**config.mk**
```make
export PLATFORM = sky130hd
export DESIGN_NAME = decade_counter_ctrl
export DESIGN_NICKNAME = d
export VERILOG_FILES = /design/src/rtl/decade_counter_ctrl.sv
export SDC_FILE = /design/constraint.sdc
export NUM_CORES = 1
export LEC_CHECK = 0
export ABC_AREA = 1
export CAP_MARGIN = 5
export CORE_MARGIN = 3
export CORE_UTILIZATION = 45
export DETAILED_ROUTE_END_ITERATION = 10
export PLACE_DENSITY = 0.75
export SYNTH_ARGS = -nofsm -noshare
export SYNTH_HDL_FRONTEND = slang
export SYNTH_SLANG_ARGS = --single-unit
export TNS_END_PERCENT = 100
```
**constraint.sdc**
```tcl
create_clock -name clk -period 2.3 [get_ports clk]
set_clock_uncertainty 0.2 [all_clocks]
set_input_delay 0.46 -clock clk [delete_from_list [all_inputs] [get_ports clk]]
set_output_delay 0.46 -clock clk [all_outputs]
set_load 0.03 [all_outputs]
```
**src/rtl/decade_counter_ctrl.sv**
```systemverilog
// Decade counter run controller.
// Sequences an external 0..9 counter through a run of wrap_limit 9->0 wraps,
// with a prescaled enable, pause/hold, abort and one-shot or periodic modes.
// Optional build macro: DECADE_COUNTER_CTRL_ERR_EN
//   defined   -> a count above 9 during RUN raises a sticky err and aborts to IDLE
//   undefined -> err is tied low and only cnt==9 is ever looked at
module decade_counter_ctrl #(
    parameter int PRESCALE = 1,
    parameter int WRAP_W   = 8
) (
    input  logic              clk,
    input  logic              rst_n,
    input  logic              start,
    input  logic              stop,
    input  logic              pause,
    input  logic              mode,
    input  logic [WRAP_W-1:0] wrap_limit,
    input  logic [3:0]        cnt,
    output logic              en,
    output logic [WRAP_W-1:0] wraps,
    output logic              done,
    output logic              busy,
    output logic [1:0]        state,
    output logic              err
);

    typedef enum logic [1:0] {
        IDLE = 2'b00,
        RUN  = 2'b01,
        HOLD = 2'b10,
        DONE = 2'b11
    } state_t;

    // Prescaler terminal value; PRESCALE is limited to 1..255 so 8 bits suffice.
    localparam logic [7:0] PRESC_LAST = 8'(PRESCALE - 1);

    state_t              state_q, state_d;
    logic [7:0]          prescCnt_q, prescCnt_d;
    logic [WRAP_W-1:0]   wraps_q, wraps_d;
    logic                done_q, done_d;

    logic                illegalCnt;
    logic                wrapEvent;
    logic                terminalEvent;
    logic [WRAP_W:0]     wrapsInc;
    logic [WRAP_W-1:0]   wrapsSat;
    logic [7:0]          prescNext;

`ifdef DECADE_COUNTER_CTRL_ERR_EN
    logic                err_q;

    assign illegalCnt = (cnt > 4'd9);

    // Sticky error flag: set by an out-of-range count while running, cleared only by reset.
    always_ff @(posedge clk or negedge rst_n) begin
        if (!rst_n) begin
            err_q <= 1'b0;
        end else if ((state_q == RUN) && illegalCnt) begin
            err_q <= 1'b1;
        end
    end

    assign err = err_q;
`else
    assign illegalCnt = 1'b0;
    assign err        = 1'b0;
`endif

    // Enable is suppressed in the cycle a pause request is seen so the counter holds its value.
    assign en = (state_q == RUN) && (prescCnt_q == PRESC_LAST) && !pause;

    assign wrapEvent     = en && (cnt == 4'd9);
    assign wrapsInc      = {1'b0, wraps_q} + {{WRAP_W{1'b0}}, 1'b1};
    assign wrapsSat      = (&wraps_q) ? wraps_q : wrapsInc[WRAP_W-1:0];
    assign terminalEvent = wrapEvent && (wrap_limit != '0) && (wrapsInc == {1'b0, wrap_limit});
    assign prescNext     = (prescCnt_q == PRESC_LAST) ? 8'd0 : (prescCnt_q + 8'd1);

    // Next-state, prescaler, wrap count and done pulse decisions.
    always_comb begin
        state_d    = state_q;
        prescCnt_d = prescCnt_q;
        wraps_d    = wraps_q;
        done_d     = 1'b0;

        case (state_q)
            IDLE: begin
                if (start) begin
                    state_d    = RUN;
                    prescCnt_d = 8'd0;
                    wraps_d    = '0;
                end
            end

            RUN: begin
                if (stop || illegalCnt) begin
                    state_d = IDLE;
                end else if (pause) begin
                    state_d = HOLD;
                end else begin
                    prescCnt_d = prescNext;
                    if (terminalEvent) begin
                        done_d = 1'b1;
                        if (!mode) begin
                            state_d = DONE;
                            wraps_d = wrap_limit;
                        end else begin
                            wraps_d = '0;
                        end
                    end else if (wrapEvent) begin
                        wraps_d = wrapsSat;
                    end
                end
            end

            HOLD: begin
                if (stop) begin
                    state_d = IDLE;
                end else if (!pause) begin
                    state_d = RUN;
                end
            end

            DONE: begin
                if (stop) begin
                    state_d = IDLE;
                end else if (start) begin
                    state_d    = RUN;
                    prescCnt_d = 8'd0;
                    wraps_d    = '0;
                end
            end

            default: begin
                state_d = IDLE;
            end
        endcase
    end

    // State, prescaler, wrap count and done registers with asynchronous reset.
    always_ff @(posedge clk or negedge rst_n) begin
        if (!rst_n) begin
            state_q    <= IDLE;
            prescCnt_q <= 8'd0;
            wraps_q    <= '0;
            done_q     <= 1'b0;
        end else begin
            state_q    <= state_d;
            prescCnt_q <= prescCnt_d;
            wraps_q    <= wraps_d;
            done_q     <= done_d;
        end
    end

    assign wraps = wraps_q;
    assign done  = done_q;
    assign state = state_q;
    assign busy  = (state_q == RUN) || (state_q == HOLD);

endmodule

```
### Word-level counts from Yosys, hierarchy flattened

Index checks and enable logic that the tools add are counted.
W data, S select, Z words.

| storage, ports and cells | value |
|---|---|
| output and inout bits | 14 |
| input port bits | 18 |
| word-level logic and storage cells | 62 |
| flip-flop bits (word level) | 19 |

| operators by class | value |
|---|---|
| $add $sub $neg | 2 |
| reduce and logical (&&, ||, !) cells | 15 |
| multiplexer cells | 28 |
| eq/ne operators | 13 |

Operators by type and width:

| operator | number |
|---|---|
| $mux W8 | 13 |
| $pmux W8 S3 | 2 |
| $mux W2 | 8 |
| $add A8 B1 Y9 const B | 1 |
| $eq A9 B8 Y1 | 1 |
| $ne A3 B3 Y1 const B | 3 |
| $add A8 B1 Y8 const B | 1 |
| $logic_not A8 Y1 | 1 |
| $ne A4 B4 Y1 const B | 2 |
| $pmux W2 S4 | 1 |
| $reduce_and A8 Y1 | 1 |
| $reduce_bool A8 Y1 | 1 |
| $ne A2 B2 Y1 const B | 3 |
| $reduce_and A6 Y1 | 1 |
| $logic_and A1 B1 Y1 | 5 |
| $eq A2 B2 Y1 const B | 2 |
| $eq A4 B4 Y1 const B | 1 |
| $mux W1 | 4 |
| $reduce_and A4 Y1 | 1 |
| $reduce_and A3 Y1 | 1 |
| $reduce_bool A3 Y1 | 1 |
| $eq A2 B1 Y1 const B | 1 |
| $logic_not A2 Y1 | 1 |
| $logic_not A1 Y1 | 1 |
| $logic_or A1 B1 Y1 | 1 |

### Logic depth before layout (Yosys ltp)

| logic depth | value |
|---|---|
| depth after elaboration | 10 |
| mapped depth | 13 |
| gate-level depth less buffers | 13 |

### Least setup slack after synthesis

Ideal clock, no wire load.

| timing | value |
|---|---|
| path type | reg2reg |
| start | register state_q[1] (netlist: state[1]) |
| end | register done_q (netlist: done) |
| stages on the path, launching flop included | 9 |
| library setup time | 0.101 ns |
| required time | 1.999 ns |
| data arrival time | 2.459 ns |
| path slack | -0.460 ns |
| buffers on the path | 0 |
| clock period less this slack | 2.760 ns |
| cell sequence | dfrtp_1 inv_1 ha_1 inv_1 nor4_1 nand3_1 nor2_1 nand2_1 nor4_1 |

| on the way | value |
|---|---|
| cells in the longest elaborated chain, start to end | 10 |

Ends and longest elaborated chain:

| what | RTL line | source |
|---|---|---|
| start: declaration | 37 | `state_t state_q, state_d;` |
| start signal: assignment | 147 | `state_q <= state_d;` |
| $eq A2 B1 Y1 | 70 | `assign en = (state_q == RUN) && (prescCnt_q == PRESC_LAST) && !pause;` |
| $logic_and A1 B1 Y1 (2 in series) | 70 |  |
| named net en | 19 | `output logic en,` |
| $logic_and A1 B1 Y1 | 72 | `assign wrapEvent = en && (cnt == 4'd9);` |
| $logic_and A1 B1 Y1 (2 in series) | 75 | `assign terminalEvent = wrapEvent && (wrap_limit != '0) && (wrapsInc == {1'b0, wrap_limit});` |
| $mux W1 | 101 | `if (terminalEvent) begin` |
| $mux W1 | 97 | `end else if (pause) begin` |
| $mux W1 | 95 | `if (stop \|\| illegalCnt) begin` |
| $mux W1 | 85 | `case (state_q)` |
| named net done_d | 40 | `logic done_q, done_d;` |
| end signal: assignment | 150 | `done_q <= done_d;` |
| end: declaration | 40 |  |

The timed path passes the listed nets, and every way through them passes these cells.
A chain may end at the register's enable or synchronous reset.

### Worst setup path after layout

| timing | value |
|---|---|
| start | register state_q[1] (netlist: state[1]) |
| end | register prescCnt_q[7] |

| on the way | value |
|---|---|
| cells in the longest elaborated chain, start to end | 3 |
| elaborated cells between the ends (all ways) | 9 |
| classes of those cells | eq/ne (5); mux (1); reduce/logical (3) |

Ends and longest elaborated chain:

| what | RTL line | source |
|---|---|---|
| $eq A2 B1 Y1, or another cell as far along | 85 |  |
| $ne A2 B2 Y1 (no line) / $reduce_bool A3 Y1 (equally long branches) | - |  |
| $reduce_and A4 Y1 (no line) | - |  |
| end signal: assignment | 148 | `prescCnt_q <= prescCnt_d;` |
| end: declaration | 38 | `logic [7:0] prescCnt_q, prescCnt_d;` |

Parallel ways exist; a longest one is shown, timed or not.

==> summary.md <==
Final period utilization: 95.60%. The root cell of the clock tree is sky130_fd_sc_hd__clkbuf_8. STA classifies the critical path endpoint as a flop. The number of violations of the max-capacitance limit was 0; the number of design rule violations left after detail routing was 0. For this run, the share of the core covered by cells in the final layout is 64.20%. Data on the critical path arrives at its endpoint at 2.17 ns. Clock-pin slew was measured on the worst setup and hold paths at 0.07 ns. The tools report the via count of the first global-routing pass as 1631. Synthesis produced 273 cells. Counting the buffers created by CTS gives 3. In this run the worst path has a maximum fanout of 6. For this run, the post-layout net count is 357. From left edge to right edge, the die measures 68.79 µm. The pin count of the biggest net entering global routing was 20. The logs give 0.26 ns for the clock insertion delay at the later pin of the skew report and 33 for the count of cell types in the netlist.

Relative to the synthesized area, the layout overhead comes to 35.47%. The flow ran to the end, and the final reports show no timing, DRC or antenna violations. The placed standard-cell area was 0.002288 mm²; the number of setup violations in the final report was 0. The worst hold path class is in2async. Number of antenna violations at the first check in global routing: 0.

In this run, synthesis inferred 0 flip-flops with an integrated enable. The count of buffers inserted at the top-level ports was 30; the final instance area was 0.002404 mm². Share of flip-flops with an asynchronous set or reset after synthesis: 100.0%. The all-layer global routing usage was 19.77%. Row count: 22. STA classifies the critical path startpoint as a flop. The final-report max-slew violation count is 0, and the number of buffers on the longest clock path is 2.

Leakage power: 0.001241 µW. In this run the cell area of the synthesized design comes to 0.001774 mm². Before CTS, the worst setup slack after placement is -0.1198 ns.

The logs give 0 for the hold-fix buffer count after cts and 0.003744 mm² for the area of the placeable core. In this run, synthesis produced a sequential element count of 19. Across the VDD grid, the largest voltage drop is 0.0006864 V.

I/O pin count: 32. The first global-routing pass estimated 7.072 mm of wire. The vertical extent of the die was 68.79 µm. Of the cells placed in the final design, the portion with a size suffix greater than 1 is 19.09%. The final weighted congestion of routability-driven global placement came out at 0.9194.

The tools report the number of clock sinks as 19. The run gives 2.27 ns as the worst path required time. A synthesized cell averages 6.499 µm².

In this run the remaining antenna-violating nets after routing total 0. Summed over all layers, the global routing overflow is 0. The logs give 26.80% for the share of synthesized area occupied by flip-flops and latches and 454.8 MHz for the maximum achievable frequency. In the final routed layout, each cell accounts on average for 11.91 µm. The worst register-to-register path has a depth of 11. Fill cells in the final layout number 339.

Worst setup margin: 0.1012 ns. 0 antenna diodes ended up in the layout. The post-layout minimum cycle time was 2.199 ns; the total number of vias was 1893. Summed over all nets, the half-perimeter wirelength after detailed placement is 3.596 mm. The run gives 1 as the maximum level of the CTS H-tree. The kind of critical path is reg2reg. The die covers 0.004732 mm².

After detailed routing, the number of vias per cell comes to 5.008. The hold violation count in the final report is 0, and the power density over the cells is 775.9 mW/mm². Once the floorplan was initialized, standard cells occupied 47.39% of the core. TritonCTS built the clock tree. The final layout contains routed wiring with a total length of 4.503 mm. For the number of warnings issued by yosys, the log shows 0.

The most used flip-flop cell after synthesis is sky130_fd_sc_hd__dfrtp_1. Total iterations of the first detailed-routing run: 4. Violation count after the first detailed-routing iteration: 141. Synthesis produced a netlist with a net count of 299.
cell type report:
cell class | count | area (µm²) | area share (%)
multi-input cells | 211 | 1177 | 48.98
inverters | 40 | 150.1 | 6.247
clock inverters | 1 | 5.005 | 0.2082
well taps | 48 | 60.06 | 2.499
repair buffers | 56 | 493.0 | 20.51
clock buffers | 3 | 41.29 | 1.718
flip-flops and latches | 19 | 476.7 | 19.83
worst paths after layout:
check | slack (ns) | to | from
max reg2reg | 0.10 | prescCnt_q[7]$_DFFE_PN0P_ | state[1]$_DFFE_PN0P_
max in group asynchronous | 1.35 | state[1]$_DFFE_PN0P_ | rst_n
max | 0.10 | prescCnt_q[7]$_DFFE_PN0P_ | state[1]$_DFFE_PN0P_
min in group clk | 0.37 | wraps[7]$_DFFE_PN0P_ | wraps[7]$_DFFE_PN0P_
min reg2reg | 0.37 | wraps[7]$_DFFE_PN0P_ | wraps[7]$_DFFE_PN0P_
min | 0.32 | prescCnt_q[5]$_DFFE_PN0P_ | rst_n
power breakdown:
| part | internal [µW] | switching [µW] |
|---|---|---|
| clock | 121 | 112 |
| combinational | 515 | 700 |
| sequential | 374 | 43.1 |
registers in the layout (all words and copies together) (netlist names):
register / count
done: 1
prescCnt_q: 8
wraps: 8
state: 2
layer usage:
metal  global-route usage [%]  part of all wire (%)  up-vias
li1                         -                     -      996
met1                    27.21                    48      839
met2                    31.59                    45       48
met3                    3.566                   5.2       10
met4                    5.596                   1.9        0
met5                        0                     0        -
metrics by stage:
step                      hold slack (ns)  std cells  power, µW   TNS (ns)
after floorplan                  -0.03559        273       1093          0
after global placement             0.3530        369       1544    -0.2414
after detailed placement           0.3595        369       1550    -0.7822
after CTS                          0.3299        374       1799          0
after global routing               0.3662        378       2014  -0.001901
final                              0.3238        378       1865          0
kinds of logic (layout without fill, tap and decap cells):
| kind of cell | count (synthesis) | in the layout | share of synthesized area (%) |
|---|---|---|---|
| AOI/OAI and AO/OA | 20 | 20 | 6.418 |
| DFF | 19 | 19 | 26.80 |
| and+or+nand+nor | 180 | 180 | 50.56 |
| xor gates and xnor gates | 2 | 2 | 0.9875 |
| buffers and inverters | 43 | 100 | 9.379 |
| adders and majority gates | 8 | 8 | 5.642 |
| other | 1 | 1 | 0.2114 |
Yosys cell counts, types with 3 or more instances:
master | n | area share (%)
sky130_fd_sc_hd__nand2_1 | 75 | 16
sky130_fd_sc_hd__inv_1 | 38 | 8.0
sky130_fd_sc_hd__nor2_1 | 34 | 7.2
sky130_fd_sc_hd__nand3_1 | 28 | 7.9
sky130_fd_sc_hd__dfrtp_1 | 19 | 27
sky130_fd_sc_hd__nand4_1 | 13 | 4.6
sky130_fd_sc_hd__nand2_2 | 11 | 3.9
sky130_fd_sc_hd__a21oi_1 | 9 | 2.5
sky130_fd_sc_hd__ha_1 | 8 | 5.6
sky130_fd_sc_hd__o21ai_0 | 6 | 1.7
sky130_fd_sc_hd__nor2_4 | 3 | 1.9
sky130_fd_sc_hd__nor2_8 | 3 | 3.4
what timing repair did:
item,in CTS,in global routing
resized for setup,3,6
setup endpoints to repair,2,3
buffers inserted,1,4
pin swaps,1,2
cell usage in the layout (no fill, tap or decap), types with 2 or more instances in the layout:
master / count
sky130_fd_sc_hd__nand3_1: 27
sky130_fd_sc_hd__nand2_1: 75
sky130_fd_sc_hd__nor2_8: 3
sky130_fd_sc_hd__ha_4: 2
sky130_fd_sc_hd__o21ai_0: 6
sky130_fd_sc_hd__buf_4: 25
sky130_fd_sc_hd__inv_1: 36
sky130_fd_sc_hd__nand4_1: 13
sky130_fd_sc_hd__dfrtp_1: 18
sky130_fd_sc_hd__ha_1: 6
sky130_fd_sc_hd__clkbuf_8: 3
sky130_fd_sc_hd__nor2_4: 3
sky130_fd_sc_hd__nor3_1: 2
sky130_fd_sc_hd__nor2_2: 2
sky130_fd_sc_hd__inv_2: 4
sky130_fd_sc_hd__nor2_1: 34
sky130_fd_sc_hd__clkdlybuf4s50_1: 28
sky130_fd_sc_hd__nand2_2: 11
sky130_fd_sc_hd__nand3b_1: 2
sky130_fd_sc_hd__a21oi_1: 9
critical path, stage by stage, from the launching register on:
cell and delay (ns):
sky130_fd_sc_hd__dfrtp_2 0.41, sky130_fd_sc_hd__buf_4 0.16, sky130_fd_sc_hd__ha_1 0.19, sky130_fd_sc_hd__a21oi_1 0.14, sky130_fd_sc_hd__o21ai_1 0.08, sky130_fd_sc_hd__a21oi_1 0.16, sky130_fd_sc_hd__buf_4 0.17, sky130_fd_sc_hd__inv_1 0.06
sky130_fd_sc_hd__nor3_1 0.13, sky130_fd_sc_hd__buf_4 0.15, sky130_fd_sc_hd__a21oi_1 0.06, sky130_fd_sc_hd__nor3_1 0.19
Note: power is estimated with default switching activity, not from simulation.
